`src/rtl/surf_cout_multi_parallelizer.sv`:
```
// Multi-channel SURF COUT parallelizer: sync-aligned word capture with a freeze handshake,
// training-mode bit-error checking and per-channel lock FSMs. Define COUT_PARALLELIZER_ERRCNT_EN for error counters.
module surf_cout_multi_parallelizer #(
    parameter int NCHAN          = 4,
    parameter int SERDES_WIDTH   = 4,
    parameter int WORD_BEATS     = 8,
    parameter int SYNC_PERIOD    = 16,
    parameter int SYNC_OFFSET    = 4,
    parameter int PATTERN_PERIOD = 8,
    parameter int LOCK_CYCLES    = 64,
    parameter int ERRCNT_WIDTH   = 16
) (
    input  logic                                     sysclk_i,
    input  logic                                     rst_n_i,
    input  logic                                     sync_i,
    input  logic                                     capture_i,
    input  logic                                     captured_i,
    input  logic                                     enable_i,
    input  logic                                     errcnt_clr_i,
    input  logic [NCHAN*SERDES_WIDTH-1:0]            cout_i,
    output logic [NCHAN*SERDES_WIDTH*WORD_BEATS-1:0] cout_parallel_o,
    output logic                                     capture_hold_o,
    output logic [NCHAN-1:0]                         biterr_o,
    output logic [NCHAN-1:0]                         locked_o,
    output logic                                     sync_err_o,
    output logic [NCHAN*ERRCNT_WIDTH-1:0]            errcnt_o
);

    localparam int WORD_W  = SERDES_WIDTH * WORD_BEATS;
    localparam int PAT_W   = SERDES_WIDTH * PATTERN_PERIOD;
    localparam int PHASE_W = (SYNC_PERIOD > 1) ? $clog2(SYNC_PERIOD) : 1;
    localparam int WARM_W  = $clog2(PATTERN_PERIOD + 1);
    localparam int LOCK_W  = (LOCK_CYCLES > 1) ? $clog2(LOCK_CYCLES) : 1;
    localparam logic [PHASE_W-1:0] PHASE_LAST = PHASE_W'(SYNC_PERIOD - 1);
    localparam logic [WARM_W-1:0]  WARM_DONE  = WARM_W'(PATTERN_PERIOD);
    localparam logic [LOCK_W-1:0]  LOCK_LAST  = LOCK_W'(LOCK_CYCLES - 1);

    typedef enum logic [1:0] {
        UNLOCKED,
        CHECKING,
        LOCKED
    } lock_state_t;

    logic [PHASE_W-1:0] phase;
    logic               sync_seen;
    logic               hold;
    logic               enable_q;
    logic [WARM_W-1:0]  warm_cnt;
    logic               strobe;
    logic               enable_fall;
    logic               warm_done;

    // An off-phase sync is flagged but still realigns the counter.
    always_ff @(posedge sysclk_i or negedge rst_n_i) begin
        if (!rst_n_i) begin
            phase      <= '0;
            sync_seen  <= 1'b0;
            sync_err_o <= 1'b0;
        end else begin
            if (sync_i || phase == PHASE_LAST) begin
                phase <= '0;
            end else begin
                phase <= phase + PHASE_W'(1);
            end
            if (sync_i) begin
                sync_seen <= 1'b1;
            end
            if (sync_i && sync_seen && phase != PHASE_LAST) begin
                sync_err_o <= 1'b1;
            end
        end
    end

    assign strobe = sync_seen &&
                    (((int'(phase) + SYNC_PERIOD - SYNC_OFFSET) % WORD_BEATS) == 0);

    always_ff @(posedge sysclk_i or negedge rst_n_i) begin
        if (!rst_n_i) begin
            hold <= 1'b0;
        end else if (captured_i) begin
            hold <= 1'b0;
        end else if (capture_i) begin
            hold <= 1'b1;
        end
    end

    assign capture_hold_o = hold;

    // The cycle of a run->training transition is itself the first warm-up cycle.
    assign enable_fall = enable_q & ~enable_i;
    assign warm_done   = (warm_cnt == WARM_DONE) && !enable_fall;

    always_ff @(posedge sysclk_i or negedge rst_n_i) begin
        if (!rst_n_i) begin
            enable_q <= 1'b0;
            warm_cnt <= '0;
        end else begin
            enable_q <= enable_i;
            if (enable_fall) begin
                warm_cnt <= WARM_W'(1);
            end else if (warm_cnt != WARM_DONE) begin
                warm_cnt <= warm_cnt + WARM_W'(1);
            end
        end
    end

    for (genvar c = 0; c < NCHAN; c++) begin : g_chan
        logic [SERDES_WIDTH-1:0]              beat;
        logic [WORD_W-SERDES_WIDTH-1:0]       hist;
        logic [WORD_W-1:0]                    word_now;
        logic [WORD_W-1:0]                    word;
        logic [PAT_W-1:0]                     pat;
        logic [PAT_W+SERDES_WIDTH-1:0]        pat_now;
        logic                                 biterr;
        lock_state_t                          state;
        lock_state_t                          state_next;
        logic [LOCK_W-1:0]                    good_cnt;
        logic [LOCK_W-1:0]                    good_next;

        assign beat     = cout_i[c*SERDES_WIDTH +: SERDES_WIDTH];
        assign word_now = {beat, hist};
        assign pat_now  = {beat, pat};

        always_ff @(posedge sysclk_i or negedge rst_n_i) begin
            if (!rst_n_i) begin
                hist   <= '0;
                pat    <= '0;
                word   <= '0;
                biterr <= 1'b0;
            end else begin
                hist   <= word_now[WORD_W-1:SERDES_WIDTH];
                pat    <= pat_now[PAT_W+SERDES_WIDTH-1:SERDES_WIDTH];
                if (strobe && !hold) begin
                    word <= word_now;
                end
                biterr <= (beat != pat[SERDES_WIDTH-1:0]) && !enable_i && warm_done;
            end
        end

        always_ff @(posedge sysclk_i or negedge rst_n_i) begin
            if (!rst_n_i) begin
                state    <= UNLOCKED;
                good_cnt <= '0;
            end else begin
                state    <= state_next;
                good_cnt <= good_next;
            end
        end

        always_comb begin
            state_next = state;
            good_next  = good_cnt;
            if (!enable_i) begin
                case (state)
                    UNLOCKED: begin
                        if (warm_done) begin
                            state_next = CHECKING;
                            good_next  = '0;
                        end
                    end
                    CHECKING: begin
                        if (biterr) begin
                            good_next = '0;
                        end else if (good_cnt == LOCK_LAST) begin
                            state_next = LOCKED;
                        end else begin
                            good_next = good_cnt + LOCK_W'(1);
                        end
                    end
                    LOCKED: begin
                        if (biterr) begin
                            state_next = UNLOCKED;
                        end
                    end
                    default: state_next = UNLOCKED;
                endcase
            end
        end

        assign cout_parallel_o[c*WORD_W +: WORD_W] = word;
        assign biterr_o[c]                         = biterr;
        assign locked_o[c]                         = (state == LOCKED);
    end

`ifdef COUT_PARALLELIZER_ERRCNT_EN
    for (genvar c = 0; c < NCHAN; c++) begin : g_errcnt
        logic [ERRCNT_WIDTH-1:0] errcnt;

        always_ff @(posedge sysclk_i or negedge rst_n_i) begin
            if (!rst_n_i) begin
                errcnt <= '0;
            end else if (errcnt_clr_i) begin
                errcnt <= '0;
            end else if (g_chan[c].biterr && errcnt != '1) begin
                errcnt <= errcnt + ERRCNT_WIDTH'(1);
            end
        end

        assign errcnt_o[c*ERRCNT_WIDTH +: ERRCNT_WIDTH] = errcnt;
    end
`else
    logic unused_errcnt_clr;
    assign unused_errcnt_clr = errcnt_clr_i;
    assign errcnt_o          = '0;
`endif

endmodule

```
`config.mk`:
```
export PLATFORM = sky130hd
export DESIGN_NAME = surf_cout_multi_parallelizer
export DESIGN_NICKNAME = d
export VERILOG_FILES = /design/src/rtl/surf_cout_multi_parallelizer.sv
export SDC_FILE = /design/constraint.sdc
export NUM_CORES = 1
export LEC_CHECK = 0
export CAP_MARGIN = 15
export CORE_ASPECT_RATIO = 0.7
export CORE_MARGIN = 4
export CORE_UTILIZATION = 45
export DETAILED_ROUTE_END_ITERATION = 7
export PLACE_DENSITY_LB_ADDON = 0.3
export SETUP_SLACK_MARGIN = 0.1
export SLEW_MARGIN = 40
export SYNTH_ARGS = -nofsm -noshare
export SYNTH_HDL_FRONTEND = slang
export SYNTH_SLANG_ARGS = --single-unit
```
`constraint.sdc`:
```
create_clock -name sysclk_i -period 2 [get_ports sysclk_i]
set_input_delay 0.4 -clock sysclk_i [delete_from_list [all_inputs] [get_ports sysclk_i]]
set_output_delay 0.4 -clock sysclk_i [all_outputs]
set_load 0.02 [all_outputs]
```
=== After elaboration in Yosys (flattened, before gate mapping) ===
Index checks and enable logic that the tools add are counted.

* Bits in latches: 0
* Bits in registers: 416
* Memory bits (read-only): 0
* Memories kept: 0
* Word-level logic and storage cells: 153
* RAM bits: 0

* Multipliers: 0
* Shift operators: 0
* Eq/ne operators: 40
* Mux-type cells: 35
* Add/subtract/negate cells: 8
* Order comparisons: 0
* Div/mod/pow operators: 0
* Reductions and logical operators: 37
* Bitwise gates (word level): 3

{| class="wikitable"
|+ Operators by type and width
! operator !! number
|-
| two-way mux 6 bit || 9
|-
| one-hot mux 6 bit (2 select lines) || 4
|-
| logical NOT 32 bit || 1
|-
| two-way mux 2 bit || 13
|-
| adder 6 x 1 -> 6 bit, second input constant || 4
|-
| equality test 6 bit, second input constant || 4
|-
| != test 2 bit, second input constant || 12
|-
| one-hot mux 2 bit (3 select lines) || 4
|-
| AND reduction 5 bit || 4
|-
| != test 4 bit || 4
|-
| AND reduction 4 bit || 4
|-
| logical AND 1 bit || 13
|-
| two-way mux 4 bit || 3
|-
| != test 3 bit, second input constant || 4
|-
| nonzero test 2 bit || 6
|-
| adder 4 x 1 -> 4 bit, second input constant || 2
|-
| equality test 2 x 1 -> 1 bit, second input constant || 4
|-
| equality test 2 bit, second input constant || 4
|-
| equality test 4 bit, second input constant || 2
|-
| logical NOT 2 bit || 4
|-
| != test 2 x 1 -> 1 bit, second input constant || 4
|-
| != test 4 bit, second input constant || 2
|-
| subtractor 6 x 3 -> 7 bit, second input constant || 1
|-
| adder 4 x 5 -> 6 bit, second input constant || 1
|-
| 6 further kinds || 10
|}

=== Depth between registers and ports, before layout ===
* Word-level depth: 7
* Mapped depth: 7
* Mapped depth without buffers: 6

=== Worst setup path after synthesis ===
No wires, ideal clock.

* Path type: register to register
* From: reg warm_cnt[0]
* To: reg g_chan[2].good_cnt[3]
* Data required time: 1.874 ns
* Cell stages (with the launch flop): 8
* Library setup time: 0.126 ns
* Slack: -0.040 ns
* Arrival time: 1.914 ns
* Cells stage by stage: dfrtp_1 inv_1 ha_1 nand3b_4 or3_1 buf_2 a221o_1 a221o_1

* Longest elaborated chain between the ends: 4

{| class="wikitable"
|+ Ends and longest elaborated chain
! what !! line !! RTL
|-
| start, declared || 48 || <nowiki>logic [WARM_W-1:0] warm_cnt;</nowiki>
|-
| start signal, assigned || 102 || <nowiki>warm_cnt <= warm_cnt + WARM_W'(1);</nowiki>
|-
| equality test 4 bit || 91 || <nowiki>assign warm_done = (warm_cnt == WARM_DONE) && !enable_fall;</nowiki>
|-
| logical AND 1 bit || 91 ||
|-
| != test 2 bit (no source line) || n/a ||
|-
| AND reduction 4 bit (no source line) || n/a ||
|-
| end signal, assigned || 146 || <nowiki>good_cnt <= good_next;</nowiki>
|-
| end, declared || 117 || <nowiki>logic [LOCK_W-1:0] good_cnt;</nowiki>
|}

Every way passes these cells.
A chain may end at the register's enable or synchronous reset.

=== Worst setup path after layout ===
Ends and elaborated chain as after synthesis.

==> results.json <==
{
  "p_seq_share_pct": 43.8,
  "swShare_pct": 31.6,
  "highest_layer": "met4",
  "end_kind": "register",
  "gp_congestion": 0.783,
  "cellInternalPower_mw": 13.4,
  "crit_fanout": 6,
  "path_buf_inv": 1,
  "synth_edf_count": 0,
  "grt_use_total_pct": 15.0,
  "finalCritPeriodShare_pct": 95.1,
  "drt_first_pass_iters": 6,
  "synthToLayoutAreaGrowth_pct": 25.4,
  "cap_violations": 0,
  "tightest_slew_ns": 0.526,
  "place.port_buffers": 159,
  "final-seq-area_um2": 7610,
  "cpMostUsedCell": "a221o_1",
  "async_flop_share_pct": 100,
  "wl_met3_um": 1630,
  "slew_headroom_pct": 64.9,
  "vias_per_cell": 4.76,
  "io_pins": 225,
  "slowest_delay_ns": 0.40,
  "skew_ns": 0.0248,
  "crit_required_ns": 2.41,
  "power_frac_comb_pct": 28.9,
  "die_area_um2": 27100,
  "grt_start_max_net_pins": 61,
  "rows": 47,
  "drtIter0Drc": 198,
  "first_global_vias": 6181,
  "hpwl_um": 14000,
  "p_leak_nw": 6.73,
  "wl_met1_um": 9810,
  "fill_cells": 1953,
  "cts.path.max_buffers": 3,
  "final_common_cell": "dfrtp_1",
  "avgSynthCellArea_um2": 15.1,
  "rsz0062_at_grt": "true",
  "mostFrequentLayoutCells": "dfrtp_1 (301), dlygate4sd2_1 (129), mux2_2 (128)",
  "min_period_ns": 1.90,
  "clock-sinks": 304,
  "status": "finished clean",
  "critical_path_class": "register to register",
  "die_y_um": 139,
  "timing.fmax_mhz": 526,
  "num_vias": 6025,
  "cp-start-kind": "register",
  "wirelength_um": 20400,
  "htree_levels": 1,
  "final_cell_area_um2": 13800,
  "p_clk_share_pct": 27.3,
  "cp_top_family": "compound AO/OA/AOI/OAI gates",
  "clock_latency_ns": 0.54,
  "ys_seq_elements": 304,
  "drc": 0,
  "start_util_pct": 46.2,
  "grt_pass1_wl_um": 33700,
  "slew_viol_final": 0,
  "hold_viol": 0,
  "setup_viol": 0,
  "wl_met2_um": 8630,
  "fin_nets": 960,
  "synth_cells": 731,
  "tns_ns": 0,
  "die_x_um": 195,
  "drive_gt1_share_pct": 23.9,
  "cts-buffers-inserted": 28,
  "holdWs_ns": 0.350,
  "coreArea_um2": 23900,
  "clock-root-buffer": "clkbuf_16",
  "clkSlewWorstSetupHoldPaths_ns": 0.06,
  "antenna_cells": 0,
  "irDropWorstVdd_mv": 0.938,
  "ys.flop_type": "dfrtp_1",
  "wire_per_inst_um": 16.1,
  "worstPathArrival_ns": 2.31,
  "final_antenna_net_count": 0,
  "p_sw_mw": 6.19,
  "antenna_found_initial": 0,
  "syn-cell-area_um2": 11000,
  "cts_tree": "done",
  "yosysWarnings": 0,
  "gr-total-overflow": 0,
  "netlist-cell-type-count": 50,
  "p_per_area_nw_per_um2": 1420,
  "yosysSeqAreaShare_pct": 69.0,
  "multi_input_area_um2": 3030,
  "path_cells": "inv_2 > ha_4 > nand3b_4 > or3_4 > a221o_1 > a221o_1",
  "crit_slowest_cell": "a221o_1",
  "worst_hold_path_type": "register to register",
  "placed_cell_area_um2": 13000
}
## per-layer routing
| layer | up-vias | global-route usage (%) |
|---|---|---|
| met3 | 31 | 5.29 |
| met5 | - | 0 |
| met2 | 149 | 21.5 |
| met4 | 0 | 2.86 |
| met1 | 3036 | 22.6 |
| li1 | 2809 | - |
## cells by family (layout without fill, tap and decap cells)
group | Yosys count | count (layout) | share of synthesized area, %
flops | 304 | 304 | 69.0
mux | 136 | 136 | 13.8
buf+inv | 103 | 256 | 5.86
simple gates | 99 | 99 | 4.89
compound gates | 58 | 58 | 3.70
xor+xnor | 22 | 22 | 1.75
fa+ha+maj | 8 | 8 | 0.908
other cells | 1 | 64 | 0.0340
## stage by stage
| stage | utilization [%] | setup slack [ns] | cells | power (mW) |
|---|---|---|---|---|
| 2_1_floorplan | - | 0.0765 | 794 | 12.0 |
| 3_3_place_gp | 54.3 | -0.158 | 1211 | 15.1 |
| 3_5_place_dp | 54.3 | -0.155 | 1211 | 15.2 |
| 4_1_cts | 57.8 | 0.0213 | 1265 | 19.9 |
| 5_1_grt | 57.9 | 0.0315 | 1265 | 20.7 |
| 6_report | 57.9 | 0.0971 | 1265 | 19.6 |
## worst register-to-register path, cell delays in order, from the launching register on
cell and delay [ns]:
dfrtp_1 0.39, inv_2 0.08, ha_4 0.14, nand3b_4 0.08
or3_4 0.35, a221o_1 0.41, a221o_1 0.34
## synthesized netlist by cell type (2+ instances only)
cell type,n,area (um2)
a21o_1,4,30.0
a21oi_1,8,40.0
a221o_1,3,30.0
a22o_1,3,26.3
a31oi_1,8,50.1
a41oi_1,7,61.3
and2_1,4,25.0
and3_1,3,18.8
buf_2,3,15.0
buf_4,68,510
clkbuf_1,16,60.1
dfrtp_1,304,7610
ha_1,8,100
inv_1,16,60.1
mux2_2,129,1450
mux2i_1,7,70.1
nand2_1,21,78.8
nand2b_1,3,18.8
nand3_1,10,50.1
nor2_1,20,75.1
nor2b_1,7,43.8
nor3_1,9,45.0
nor3b_1,4,30.0
nor4_1,2,12.5
o211ai_1,3,22.5
o21ai_0,11,55.1
o22a_1,3,26.3
o31ai_1,2,15.0
or3_1,4,25.0
xnor2_1,20,175
xor2_1,2,17.5
## final cells by class
type	instances	share of cell area [%]
repair buffers	192	12.9
inverters	16	0.435
well taps	318	2.88
clock buffers	38	5.78
clock inverters	10	0.987
flip-flops and latches	304	55.1
multi-input cells	387	21.9
## worst paths after layout
path	startpoint	endpoint	slack, ns	depth (start not counted)
max	warm_cnt[0]	g_chan[2].good_cnt[3]	0.1	6
min reg2reg	g_chan[2].pat[11]	g_chan[2].pat[7]	0.35	0
min in group asynchronous	rst_n_i	g_chan[2].pat[6]	0.39	2
max in group asynchronous	rst_n_i	g_chan[0].biterr	0.97	3
min	g_chan[2].pat[11]	g_chan[2].pat[7]	0.35	0
max reg2reg	warm_cnt[0]	g_chan[2].good_cnt[3]	0.1	6
## state kept, by name, summed over array words and instances (netlist names)
| signal | count |
|---|---|
| capture_hold_o | 1 |
| enable_q | 1 |
| g_chan.biterr | 4 |
| g_chan.good_cnt | 24 |
| g_chan.hist | 15 |
| g_chan.pat | 113 |
| g_chan.state | 8 |
| g_chan.word | 128 |
| phase | 4 |
| sync_err_o | 1 |
| sync_seen | 1 |
| warm_cnt | 4 |
## power by group through the flow
stage	sequential, mW	combinational, mW	clock [mW]
2_1_floorplan	10.0	1.97	0
3_3_place_gp	8.70	6.40	0
3_5_place_dp	8.74	6.50	0
4_1_cts	8.61	5.77	5.53
5_1_grt	8.81	6.14	5.79
6_report	8.58	5.66	5.34
## what timing repair did
action                                  in CTS  in global routing
buffers inserted                             5                  0
pin swaps                                    2                  2
gates cloned                                 0                  0
hold endpoints to repair                    40                  0
endpoints found under the setup margin     139                 20
gates resized for setup                    140                 15
hold buffers                                 1                  0
Power figures use the tool's default switching activity.
==> RTL edit 1 (config.mk and constraints unchanged) <==
The parameter `SERDES_WIDTH` goes from 4 to 6.
--- a/src/rtl/surf_cout_multi_parallelizer.sv
+++ b/src/rtl/surf_cout_multi_parallelizer.sv
@@ -2,7 +2,7 @@
 // training-mode bit-error checking and per-channel lock FSMs. Define COUT_PARALLELIZER_ERRCNT_EN for error counters.
 module surf_cout_multi_parallelizer #(
     parameter int NCHAN          = 4,
-    parameter int SERDES_WIDTH   = 4,
+    parameter int SERDES_WIDTH   = 6,
     parameter int WORD_BEATS     = 8,
     parameter int SYNC_PERIOD    = 16,
     parameter int SYNC_OFFSET    = 4,
Interface: changed (resized cout_i and cout_parallel_o); port bits go from 225 to 297. The function was not compared with the original's and may differ.
==> RTL edit 1 against the unedited design <==
  * Sequential cell count rose by 128
  * Setup slack improved by 53 ps
  * Sequential power is 41% higher
  * Total power grew 39%
  * Combinational power rose by 37%
  * Final area rose by 38%
  * First-iteration DRC count increased by 110%
  * Routed wire length is 47% higher
  * Area after synthesis grew 37%
  * Critical path type unchanged
  * Critical endpoint is now g_chan[2].good_cnt[1]
  * Largest cell class unchanged
==> RTL edit 1: results <==
group,metric,value,unit
grt,grt_pass1_vias,8572,
layout,largestRegisters,"g_chan.word x192, g_chan.pat x159, g_chan.hist x33",
power,power_frac_seq,44.4,%
layout,clock_buffer_count,61,
setup_path,cp_top_family,"flip-flops",
timing,max-slew-margin-rel,65.6,%
timing,worst_hold_slack,366,ps
logic_synthesis,yosysSeqAreaShare,71.8,%
logic_synthesis,synth_fa_ha_area_share,0.665,%
logic_synthesis,synth-xor-area-share,1.80,%
layout,multi_input_area,3840,µm²
layout,nNetsFinal,1276,
logic_synthesis,yosysUniqueCellTypes,55,
logic_synthesis,muxShareOfSynthArea,14.6,%
status,status,"finished, final reports clean",
placement,portBuffers,231,
timing,fin_skew,11.5,ps
logic_synthesis,syn_inst,943,
placement,gp_congestion,0.790,
routing,vias,8129,
layout,clkCellAreaFrac,6.63,%
clock_network,cts_buffers,40,
layout,drive_gt1_share,25.6,%
placement,hpwl,20900,µm
setup_path,ff2ff_setup_slack,150,ps
placement,place_area,18000,µm²
placement,dp.cells,1617,
layout,design_area,19100,µm²
layout,inverters,12,
die,taps,427,
layout,fin_cells,1696,
clock_network,htree_levels,2,
layout,multi_input_cells,472,
routing,wl,30000,µm
power,irDropWorstVdd,0.805,mV
routing,dr.pass1.iters,4,
setup_path,cp_max_fo,5,
power,power.leakage,9.24,nW
setup_path,r2r_end,"g_chan[2].good_cnt[1]",
power,power_frac_comb,28.6,%
logic_synthesis,synth_compound_area_share,2.91,%
layout,antennaDiodeCount,1,
logic_synthesis,synth_area_leaders,"dfrtp_1 (72%), mux2_2 (14%), buf_4 (3.4%)",
placement,pre_cts_slack,-140,ps
setup_path,worstPathArrival,2260,ps
power,p_switching,0.00871,W
clock_network,cts.reportedPaths.clkPinSlew,70,ps
-- RTL edit 1: metal layers --
metal  up-vias  wire [µm]  track usage, %
met4         0        654            4.09
met1      4169      13900            23.9
li1       3726          -               -
met2       180      13400            24.4
met5         -          0               0
met3        54       2070            5.51
-- RTL edit 1: timing repair --
action | CTS | global route
setup endpoints to repair | 200 | 17
hold buffers | 1 | 0
cloned | 0 | 0
setup buffers | 1 | 3
endpoints found under the hold margin | 33 | 0
resized for setup | 214 | 11
pin swaps | 0 | 3
-- RTL edit 1: how the worst max path moves through the flow --
stage / end / slack (ps) / cells past startpoint
6_report: g_chan[2].good_cnt[1] / 150 / 6
2_1_floorplan: g_chan[3].good_cnt[2] / 170 / 6
4_1_cts: biterr_o[2] / 100 / 1
3_3_place_gp: g_chan[3].good_cnt[2] / -80 / 5
3_5_place_dp: g_chan[0].good_cnt[3] / -140 / 5
5_1_grt: locked_o[3] / 100 / 2
==> RTL edit 2 (same flow settings) <==
Made on the original files. Encoding of `lock_state_t`: now one-hot (3 bits for 3 states).
--- a/src/rtl/surf_cout_multi_parallelizer.sv
+++ b/src/rtl/surf_cout_multi_parallelizer.sv
@@ -35,10 +35,10 @@
     localparam logic [WARM_W-1:0]  WARM_DONE  = WARM_W'(PATTERN_PERIOD);
     localparam logic [LOCK_W-1:0]  LOCK_LAST  = LOCK_W'(LOCK_CYCLES - 1);
 
-    typedef enum logic [1:0] {
-        UNLOCKED,
-        CHECKING,
-        LOCKED
+    typedef enum logic [2:0] {
+        UNLOCKED = 3'b001,
+        CHECKING = 3'b010,
+        LOCKED   = 3'b100
     } lock_state_t;
 
     logic [PHASE_W-1:0] phase;
Formal check against the unedited RTL: no difference found for any inputs over 10 cycles, from zero or initial values and one cycle with rst_n_i low; not proved beyond that.
==> RTL edit 2 against the unedited design <==
  * Cell count grew 2.2%
  * Sequential cell count grew 4
  * Maximum frequency grew 3.8%
  * Final area grew 1.8%
  * Setup slack gained 69 ps
  * Critical path depth shrank 3
  * Sequential power is essentially flat
  * Total power shrank 1.9%
  * Clock skew shrank 8.0 ps
  * Routed wire length grew 4.3%
  * Area after synthesis grew 2.7%
  * Critical endpoint is now locked_o[0]
==> RTL edit 2: results <==
group,metric,value,unit
status,status,"finished, final reports clean",
placement,hpwl,14700,µm
placement,place_area,13200,µm²
setup_path,cp_max_fo,7,
setup_path,worstPathArrival,1430,ps
placement,gp_congestion,0.774,
logic_synthesis,synth_common_cells,"dfrtp_1 (304), mux2_2 (130), buf_4 (69)",
layout,nFillCells,2036,
logic_synthesis,yosysSeqAreaShare,68.1,%
setup_path,r2r_cells,5,
power,power_combinational,0.00528,W
setup_path,rr_startpoint,"g_chan[2].good_cnt[0]",
placement,dp.cells,1235,
layout,drive_gt1_share,24.7,%
logic_synthesis,syn_inst,753,
grt,grt_pass1_wl,34900,µm
layout,multi_input_area,3250,µm²
worst_hold_path,min_to,"g_chan[3].hist[8]",
logic_synthesis,synth.avg_cell_area,15.0,µm²
layout,buffers_excl_clock,184,
layout,clock_buffer_count,48,
setup_path,crit_end,"locked_o[0]",
setup_path,ff2ff_setup_slack,170,ps
logic_synthesis,synth_seq_cells,308,
layout,inverters,14,
placement,pre_cts_slack,-172,ps
layout,nNetsFinal,976,
layout,buffer_area_share,12.0,%
timing,fin_skew,16.9,ps
routing,wl,21300,µm
-- RTL edit 2: timing repair --
item,4_1_cts,5_1_grt
hold buffers,1,0
pin swaps,0,4
hold endpoints to repair,44,0
gates resized for setup,159,13
setup endpoints to repair,145,27
setup buffers,1,2
-- RTL edit 2: cells by family after synthesis --
group	share of synthesized area [%]
flip-flops	68.1
multiplexers	13.0
AND/OR/NAND/NOR	5.07
other	0.0331
adder cells (fa/ha/maj)	0.884
AO/OA/AOI/OAI	5.02
buffers and inverters	5.75
XOR/XNOR	2.09
-- RTL edit 2: critical path, cell delays in order, from the launching register on --
cell,delay (ps)
dfrtp_2,440
nand2b_4,150
nor2_2,160
buf_6,140
-- RTL edit 2: metal layers --
metal / share of wire (%) / track usage [%] / up-vias
met5: 0 / 0 / -
met4: 2.3 / 3.19 / 0
met3: 9.2 / 6.12 / 33
met2: 44 / 23.2 / 136
met1: 44 / 21.4 / 3139
li1: - / - / 2869
